### src/rtl/decoder_proj_formal.sv
`default_nettype none
// ============================================================================
//  Module      : decoder_proj_formal
//  Description : Registered 4-bit code decoder fed from the 7-bit user I/O
//                bus. A nibble is captured on the load strobe and decoded
//                into a one-hot 16-line bus, a hex 7-segment pattern, a
//                valid flag and a BCD-range error flag. Blank and segment
//                polarity act combinationally on the registered state.
//  Options     : DECODER_LOAD_CNT_EN - adds load_cnt_o, an 8-bit wrapping
//                count of accepted loads.
//  Revision    : 1.0 - initial release
// ============================================================================
module decoder_proj_formal #(
   parameter logic [6:0] SEG_RESET = 7'h00
) (
   input  logic        wb_clk_i,
   input  logic        wb_rst_i,
   input  logic [6:0]  io_in,
   output logic [15:0] onehot_o,
   output logic [6:0]  seg_o,
   output logic        valid_o,
   output logic        bcd_err_o
`ifdef DECODER_LOAD_CNT_EN
   ,
   output logic [7:0]  load_cnt_o
`endif
);

   // io_in field breakout
   logic [3:0] w_code_in;
   logic       w_load;
   logic       w_seg_pol;
   logic       w_blank;

   assign w_code_in = io_in[3:0];
   assign w_load    = io_in[4];
   assign w_seg_pol = io_in[5];
   assign w_blank   = io_in[6];

   // Held state
   logic [3:0] r_code;
   logic       r_valid;
   logic [6:0] r_seg;

   // Segment pattern for the incoming code; registered alongside the code so
   // the output path carries no table lookup after the flop.
   logic [6:0] w_seg_next;

   // Hex 7-segment lookup, active-high, {g,f,e,d,c,b,a}
   always_comb begin
      w_seg_next = 7'h00;
      case (w_code_in)
         4'h0: w_seg_next = 7'h3F;
         4'h1: w_seg_next = 7'h06;
         4'h2: w_seg_next = 7'h5B;
         4'h3: w_seg_next = 7'h4F;
         4'h4: w_seg_next = 7'h66;
         4'h5: w_seg_next = 7'h6D;
         4'h6: w_seg_next = 7'h7D;
         4'h7: w_seg_next = 7'h07;
         4'h8: w_seg_next = 7'h7F;
         4'h9: w_seg_next = 7'h6F;
         4'hA: w_seg_next = 7'h77;
         4'hB: w_seg_next = 7'h7C;
         4'hC: w_seg_next = 7'h39;
         4'hD: w_seg_next = 7'h5E;
         4'hE: w_seg_next = 7'h79;
         4'hF: w_seg_next = 7'h71;
         default: w_seg_next = 7'h00;
      endcase
   end

   // Capture code, its segment pattern and the valid flag on each load strobe
   always_ff @(posedge wb_clk_i or posedge wb_rst_i) begin
      if (wb_rst_i) begin
         r_code  <= 4'h0;
         r_valid <= 1'b0;
         r_seg   <= SEG_RESET;
      end else if (w_load) begin
         r_code  <= w_code_in;
         r_valid <= 1'b1;
         r_seg   <= w_seg_next;
      end
   end

`ifdef DECODER_LOAD_CNT_EN
   logic [7:0] r_load_cnt;

   // Count every accepted load; wraps naturally at 8 bits, blank has no effect
   always_ff @(posedge wb_clk_i or posedge wb_rst_i) begin
      if (wb_rst_i) begin
         r_load_cnt <= 8'h00;
      end else if (w_load) begin
         r_load_cnt <= r_load_cnt + 8'h01;
      end
   end

   assign load_cnt_o = r_load_cnt;
`endif

   // Before the first load r_seg still holds SEG_RESET, so the segment path
   // shows the reset pattern until valid without an extra valid gate.
   logic [6:0] w_seg_raw;

   // Output decode: blank and polarity act with zero latency on live io_in
   always_comb begin
      w_seg_raw = w_blank ? 7'h00 : r_seg;
      seg_o     = w_seg_pol ? ~w_seg_raw : w_seg_raw;
      onehot_o  = (r_valid && !w_blank) ? (16'h0001 << r_code) : 16'h0000;
      valid_o   = r_valid;
      bcd_err_o = r_valid && (r_code > 4'd9);
   end

endmodule
`default_nettype wire

### config.mk
export PLATFORM = sky130hd
export DESIGN_NAME = decoder_proj_formal
export DESIGN_NICKNAME = d
export VERILOG_FILES = /design/src/rtl/decoder_proj_formal.sv
export SDC_FILE = /design/constraint.sdc
export NUM_CORES = 1
export LEC_CHECK = 0
export ABC_AREA = 1
export BUFFER_PORTS_ARGS = -buffer_cell sky130_fd_sc_hd__buf_2
export CAP_MARGIN = 15
export CORE_UTILIZATION = 48
export DETAILED_ROUTE_END_ITERATION = 16
export PLACE_DENSITY = 0.78
export RECOVER_POWER = 50
export SYNTH_ARGS = -nofsm -noshare
export SYNTH_HDL_FRONTEND = slang
export SYNTH_SLANG_ARGS = --single-unit
export TNS_END_PERCENT = 50
### constraint.sdc
create_clock -name wb_clk_i -period 1.3 [get_ports wb_clk_i]
set_clock_uncertainty 0.1 [all_clocks]
set_input_delay 0.195 -clock wb_clk_i [delete_from_list [all_inputs] [get_ports wb_clk_i]]
set_output_delay 0.195 -clock wb_clk_i [all_outputs]
set_load 0.1 [all_outputs]
==> results of run 1 <==
## cell usage after synthesis
master,n
nand2_1,39
nor2_1,20
nand3_1,19
dfrtp_1,12
inv_1,12
ha_1,7
xor2_1,7
inv_2,5
o21ai_1,5
a21oi_1,3
buf_2,1
buf_4,1
nand3b_1,1
nor2_2,1
nor3_1,1
## logic make-up after synthesis
family          synth area share [%]
flops                          33.33
compound gates                 4.444
fa+ha+maj                      9.722
simple gates                   37.22
xor+xnor                       6.806
buf+inv                        8.472
## metrics by stage
stage | area, um2 | setup TNS [ns] | cells | hold WS [ns]
floorplan | 1116 | -10.36 | 134 | -0.04028
global placement | 1800 | -0.6761 | 205 | 0.1053
==> summary.md, run 1 <==
| Metric | Value |
|---|---|
| Chip width | `45.32 um` |
| Fail Step | `3_5_place_dp` |
| Mapped Cells | `134` |
| IO Count | `34` |
| Mapped Nets | `150` |
| Number of synthesized register bits | `12` |
| Row cnt | `15` |
| Area contributors post-synth | `dfrtp_1, nand2_1, nand3_1, ha_1, nor2_1` |
| Tool error | `[ERROR DPL-0038] Utilization greater than 100%, impossible to legalize` |
| Die H | `45.32 um` |
| Initial core utilization | `about half` |
| Status | `aborted with a tool error` |
| Yosys cell types | `15` |
| Cell Area, Synth | `around 900 um2` |
| Syn Area/Cell | `approximately 6.7 um2` |
| Leading area contributor after synthesis | `dfrtp_1` |
| Synth Warn # | `0` |
| Synth top area share | `between 30% and 40%` |
| IO buf count | `33` |
| Final GP Congestion | `about 0.9` |
| Post-synthesis sequential area ratio | `between 30% and 40%` |
==> run 2, diff against run 1 <==
--- a/config.mk
+++ b/config.mk
@@ -8,9 +8,10 @@
 export ABC_AREA = 1
 export BUFFER_PORTS_ARGS = -buffer_cell sky130_fd_sc_hd__buf_2
 export CAP_MARGIN = 15
-export CORE_UTILIZATION = 48
+export CORE_AREA = 2 2 63 65
 export DETAILED_ROUTE_END_ITERATION = 16
-export PLACE_DENSITY = 0.78
+export DIE_AREA = 0 0 65 67
+export PLACE_DENSITY_LB_ADDON = 0.15
 export RECOVER_POWER = 50
 export SYNTH_ARGS = -nofsm -noshare
 export SYNTH_HDL_FRONTEND = slang
==> run 2 against run 1 <==
The flow now finishes, with violations (negative setup slack). Area after synthesis stayed put. Synthesized cell count stayed put.
==> summary.md, run 2 <==
| Metric | Value |
|---|---|
| Share of layout cells above drive strength 1 | `53.51%` |
| Total CTS buffers | `3` |
| Ant diodes | `0` |
| Max frequency | `about 0.63 GHz` |
| Drt wl/cell | `roughly 11 um` |
| Status | `complete, but fails checks` |
| Critical Path RT | `1.00 ns` |
| Crit end category | `primary output` |
| Vias in the first global route | `between 900 and 1000` |
| Met3 Use GR | `less than 1%` |
| Biggest register | `r_seg` |
| Initial core utilization | `24.98%` |
| Placed instance count | `~230` |
| Mapped Nets | `150` |
| DRT Pass-1 Iters | `4` |
| Most common cell after layout, fill and taps aside | `nand2_1` |
| Met1 usage | `~16%` |
| Wirelength, routed | `2624 um` |
| Hold Path Class | `input pin to register` |
| Reg2reg setup slack | `around 0.31 ns` |
| Min Clock Period, post-route | `between 1.5 and 2 ns` |
| Core area | `between 0.003 and 0.004 mm2` |
| Crit path kind | `register to primary output` |
| Mapped Cells | `approximately 130` |
| Initial antenna violation count | `0` |
| Row cnt | `22` |
| Non-filler cells, final | `~230` |
| # setup viols final | `25` |
| Die H | `67 um` |
| Clock buffer depth | `2` |
| Synth Flop Type | `dfrtp_1` |
| Max incr delay on CP | `~0.45 ns` |
| Detailed placement HPWL | `roughly 2200 um` |
| Via Count | `1023` |
| Period utilisation layout | `122.9%` |
| Slew margin rel. | `69.21%` |
| Total chip power | `approximately 1.8 mW` |
| CP Max Fanout | `8` |
| Synth Warn # | `0` |
| Top Family by Delay on Critical Path | `flip-flops` |
| Number of synthesized register bits | `12` |
| GRT Total Usage | `between 10% and 20%` |
| Post-synthesis sequential area ratio | `33.33%` |
| Max-cap violations | `0` |
| Max Slew Vio Count | `0` |
| Asr flop ratio synth | `100.0%` |
| TritonCTS clock tree | `done` |
| ANT nets after route | `0` |
| Max reg flops | `7` |
| Count leader, synth | `nand2_1` |
| Clk root buf | `clkbuf_8` |
| Synth top area share | `about 33%` |
| Startpoint Class | `register` |
| WP buf/inv | `1` |
| Die area | `approximately 0.0044 mm2` |
| Final GP Congestion | `0.9155` |
| Initial DRC count | `29` |
| Pleak | `~0.84 nW` |
| Sink Count | `12` |
| IO Count | `34` |
| Area growth syn-to-layout | `115.0%` |
| Peak VDD IR | `~0.37 mV` |
| IO buf count | `33` |
| Hold Fails Final Rpt | `0` |
| Pin count of the biggest net entering global routing | `16` |
| Failing checks | `negative setup slack` |
| Leading area contributor after synthesis | `dfrtp_1` |
| First-pass GRT wire length | `approximately 4200 um` |
| RSZ-0062 raised after global routing | `true` |
| WP data arrival | `approximately 1.3 ns` |
| Cell Area, Synth | `approximately 900 um2` |
| DR vias/cell | `between 4 and 5` |
| Slew at the pin with the worst max-slew slack | `around 0.46 ns` |
| Total Nets Final | `a little over 200` |
| Area contributors post-synth | `dfrtp_1, nand2_1, nand3_1, ha_1, nor2_1` |
| Chip width | `about 65 um` |
| Yosys cell types | `15` |
| Final WS setup | `-0.2973 ns` |
| DRC | `0` |
| Clock-pin slew on the worst setup and hold paths | `0.05 ns` |
| Power Density | `approximately 920 mW/mm2` |
| Syn Area/Cell | `6.723 um2` |
| GRT Residual Overflow | `0` |
| Crit-path slowest cell | `dfrtp_4` |
| GRT met2 Usage | `between 20% and 30%` |
| Final Util | `~54%` |
| Top post-synthesis cells by count | `nand2_1, nor2_1, nand3_1` |
| Highest-count cells in the layout ignoring fill and taps | `nand2_1, buf_12, nor2_4` |
| Worst-Skew Late Latency | `between 0.2 and 0.25 ns` |
| Crit path cell chain | `nand3_4 -> nor2_4 -> buf_12` |
| EDFF count, synth | `0` |
| # H-tree levels | `1` |
| GR peak layer | `met2` |
-- run 2: cell counts after synthesis --
Identical to the previous run, type by type.
-- run 2: cells by family after synthesis --
kind of cell | share of synthesized area (%)
buffers and inverters | 8.472
and+or+nand+nor | 37.22
xor gates and xnor gates | 6.806
adders and majority gates | 9.722
AOI/OAI and AO/OA | 4.444
DFF | 33.33
-- run 2: routing by layer --
metal / part of all wire, % / vias to the layer above / wire length [um]
met5: 0 / - / 0
met4: 2.0 / 0 / 53
met3: 3.2 / 4 / 84
met2: 49 / 32 / 1293
met1: 45 / 469 / 1193
li1: - / 518 / -
-- run 2: path summary, 6_finish.rpt --
check	from	to	depth (start not counted)
hold reg to reg	r_seg[3]	r_seg[3]	2
hold / removal	io_in[0]	r_code[0]	3
setup / recovery	valid_o	onehot_o[3]	3
setup reg to reg	valid_o	valid_o	3
min in group asynchronous	wb_rst_i	r_code[0]	3
max in group asynchronous	wb_rst_i	valid_o	3
-- run 2: final cells by class --
type / count / area, um2
Clock buffer: 4 / 55.05
Sequential cell: 12 / 304.0
Timing Repair Buffer: 49 / 663.1
Multi-Input combinational cell: 103 / 788.3
Tap cell: 48 / 60.06
Inverter: 17 / 66.31
Fill cell: 336 / 1669
-- run 2: what timing repair did --
action	4_1_cts	5_1_grt
hold buffers	1	0
endpoints found under the hold margin	12	0
resized for setup	18	0
pin swaps	17	3
setup endpoints to repair	25	25
setup buffers	0	1
-- run 2: report_power, final --
group | switching [mW] | total [mW] | leakage, nW | internal, mW
Sequential | 0.0290 | 0.440 | 0.137 | 0.411
Combinational | 0.622 | 0.946 | 0.669 | 0.325
Clock | 0.135 | 0.403 | 0.0288 | 0.267
-- run 2: worst min-delay path, stage by stage --
cell and delay, ns:
clkbuf_1 0.13, nand2_1 0.08, o21ai_1 0.05
-- run 2: through the flow --
step | TNS (ns) | hold WS (ns) | instance area, um2 | worst slack (ns)
final | -5.469 | 0.1651 | 1937 | -0.2973
after global routing | -6.885 | 0.1999 | 1937 | -0.3694
after CTS | -5.738 | 0.1345 | 1942 | -0.3127
after detailed placement | -0.9789 | 0.1309 | 1822 | -0.09416
after global placement | -0.7605 | 0.1150 | 1822 | -0.05661
after floorplan | -10.36 | -0.04028 | 1116 | -0.5072
(Power assumes the default switching activity.)
==> run 3, diff against run 2 <==
--- a/config.mk
+++ b/config.mk
@@ -13,6 +13,7 @@
 export DIE_AREA = 0 0 65 67
 export PLACE_DENSITY_LB_ADDON = 0.15
 export RECOVER_POWER = 50
+export REMOVE_ABC_BUFFERS = 1
 export SYNTH_ARGS = -nofsm -noshare
 export SYNTH_HDL_FRONTEND = slang
 export SYNTH_SLANG_ARGS = --single-unit
==> run 3 against run 2 <==
The run still ends with negative setup slack left. Critical path depth is 1 higher. Sequential cell count unchanged. Wire length fell by 0.42%. Power down 0.30%. Sequential share of layout area grew 0.24 points. Fmax rose by 0.95%. Combinational power fell by 1%.
==> summary.md, run 3 (synthesis results as in run 2) <==
| Metric | Value |
|---|---|
| Pin count of the biggest net entering global routing | `14` |
| Clk root buf | `clkbuf_8` |
| Clock buffer depth | `2` |
| Row cnt | `22` |
| Final GP Congestion | `around 0.87` |
| DRT Pass-1 Iters | `4` |
| Crit path kind | `register to primary output` |
| IO Count | `34` |
| Fillers | `317` |
| Slew at the pin with the worst max-slew slack | `0.4622 ns` |
| Ant diodes | `0` |
| Max Slew Vio Count | `0` |
| Final WS setup | `-0.2823 ns` |
| Total CTS buffers | `3` |
| Pleak | `~0.86 nW` |
| Max-cap violations | `0` |
| Initial core utilization | `between 20% and 30%` |
| Most common cell after layout, fill and taps aside | `nand2_1` |
| Hold path depth | `3` |
| TNS Setup | `-4.973 ns` |
| GRT Total Usage | `roughly 13%` |
| Final Util | `a little over half` |
| Chip width | `roughly 65 um` |
| Reg2reg setup slack | `0.36 ns` |
| Drt wl/cell | `between 10 and 15 um` |
| IO buf count | `33` |
| Initial antenna violation count | `0` |
| First-pass GRT wire length | `around 4400 um` |
| DRC | `0` |
| # H-tree levels | `1` |
| Max reg flops | `7` |
| Status | `complete, but fails checks` |
| Hold Path Class | `input pin to register` |
| Worst-Skew Late Latency | `about 0.24 ns` |
| Via Count | `about 1000` |
| Highest-count cells in the layout ignoring fill and taps | `nand2_1, buf_12, buf_4` |
| Crit end category | `primary output` |
| GRT Residual Overflow | `0` |
| Period utilisation layout | `121.7%` |
| Core area | `around 0.0036 mm2` |
| Area growth syn-to-layout | `110.8%` |
| Die H | `approximately 67 um` |
| Startpoint Class | `register` |
| Total Nets Final | `206` |
| Die area | `approximately 0.0044 mm2` |
| # setup viols final | `24` |
| Detailed placement HPWL | `around 2000 um` |
| Max frequency | `between 0.6 and 0.7 GHz` |
| ANT nets after route | `0` |
| DR vias/cell | `between 4 and 5` |
| Slew margin rel. | `69.15%` |
| TritonCTS clock tree | `done` |
| Share of layout cells above drive strength 1 | `a little under three fifths` |
| Reg2Reg Launch Point | `r_code[1]` |
| Worst R2R Path Depth | `3` |
| Critical Path RT | `1.00 ns` |
| HP Start | `io_in[4]` |
| Peak VDD IR | `around 0.38 mV` |
| Hold Fails Final Rpt | `0` |
| Hold Slack | `0.1399 ns` |
| Wirelength, routed | `roughly 2600 um` |
| Hold EP | `r_seg[1]` |
| Capturing point of the worst reg2reg path | `r_code[1]` |
| Min Clock Period, post-route | `~1.6 ns` |
| Clock-pin slew on the worst setup and hold paths | `around 0.050 ns` |
| Initial DRC count | `29` |
| WP data arrival | `roughly 1.3 ns` |
| RSZ-0062 raised after global routing | `true` |
| Biggest register | `r_seg` |
| Power Density | `around 940 mW/mm2` |
| CP Max Fanout | `8` |
| Vias in the first global route | `about 1000` |
| Failing checks | `negative setup slack` |
| Sink Count | `12` |
[run 3: cell count changes in the layout (fill, tap and decap cells not counted), sizes merged]
cell / previous run / this run
clkbuf: 10 / 4
buf: 42 / 52
[run 3: how the worst max path moves through the flow]
stage | start | slack, ns | end
finish | r_code[3] | -0.28 | onehot_o[7]
global route | valid_o | -0.35 | onehot_o[13]
CTS | valid_o | -0.29 | onehot_o[12]
detailed placement | r_code[3] | -0.14 | onehot_o[7]
global placement | r_code[3] | -0.14 | onehot_o[6]
floorplan | valid_o | -2.17 | bcd_err_o
[run 3: timing repair]
action | 4_1_cts | 5_1_grt
hold buffers | 1 | 0
gates resized for setup | 40 | 13
pin swaps | 12 | 6
setup endpoints to repair | 24 | 24
hold endpoints to repair | 12 | 0
setup buffers | 1 | 2
[run 3: stage by stage]
| step | area [um2] | setup slack [ns] | cells | power (mW) |
|---|---|---|---|---|
| finish | 1899 | -0.2823 | 237 | 1.784 |
| global placement | 1609 | -0.1417 | 229 | 1.283 |
| detailed placement | 1609 | -0.1449 | 229 | 1.290 |
| floorplan | 888.4 | -2.170 | 132 | 0.9462 |
| CTS | 1832 | -0.2870 | 235 | 1.754 |
| global route | 1899 | -0.3531 | 237 | 1.862 |
[run 3: final cells by class]
class | count | area [um2] | area share [%]
inverters | 17 | 63.81 | 3.360
well taps | 48 | 60.06 | 3.162
flip-flops and latches | 12 | 302.8 | 15.94
clock buffers | 4 | 55.05 | 2.899
multi-input cells | 103 | 713.2 | 37.55
repair buffers | 53 | 704.4 | 37.09
[run 3: report_power, final]
part           switching [mW]  total [mW]  internal [mW]
Clock                   0.136       0.403          0.267
Sequential             0.0327       0.445          0.412
Combinational           0.600       0.936          0.336
[run 3: routing by layer]
metal  part of all wire (%)  track usage (%)
met1                     42            16.22
met2                     53            22.16
met3                    3.4            1.182
met4                   0.84            5.585
met5                      0                0
[run 3: worst max-delay path: stages (launching register included)]
cell     delay, ns
dfrtp_1       0.39
inv_2         0.09
nand3_4       0.17
nor2_2        0.19
buf_12        0.20
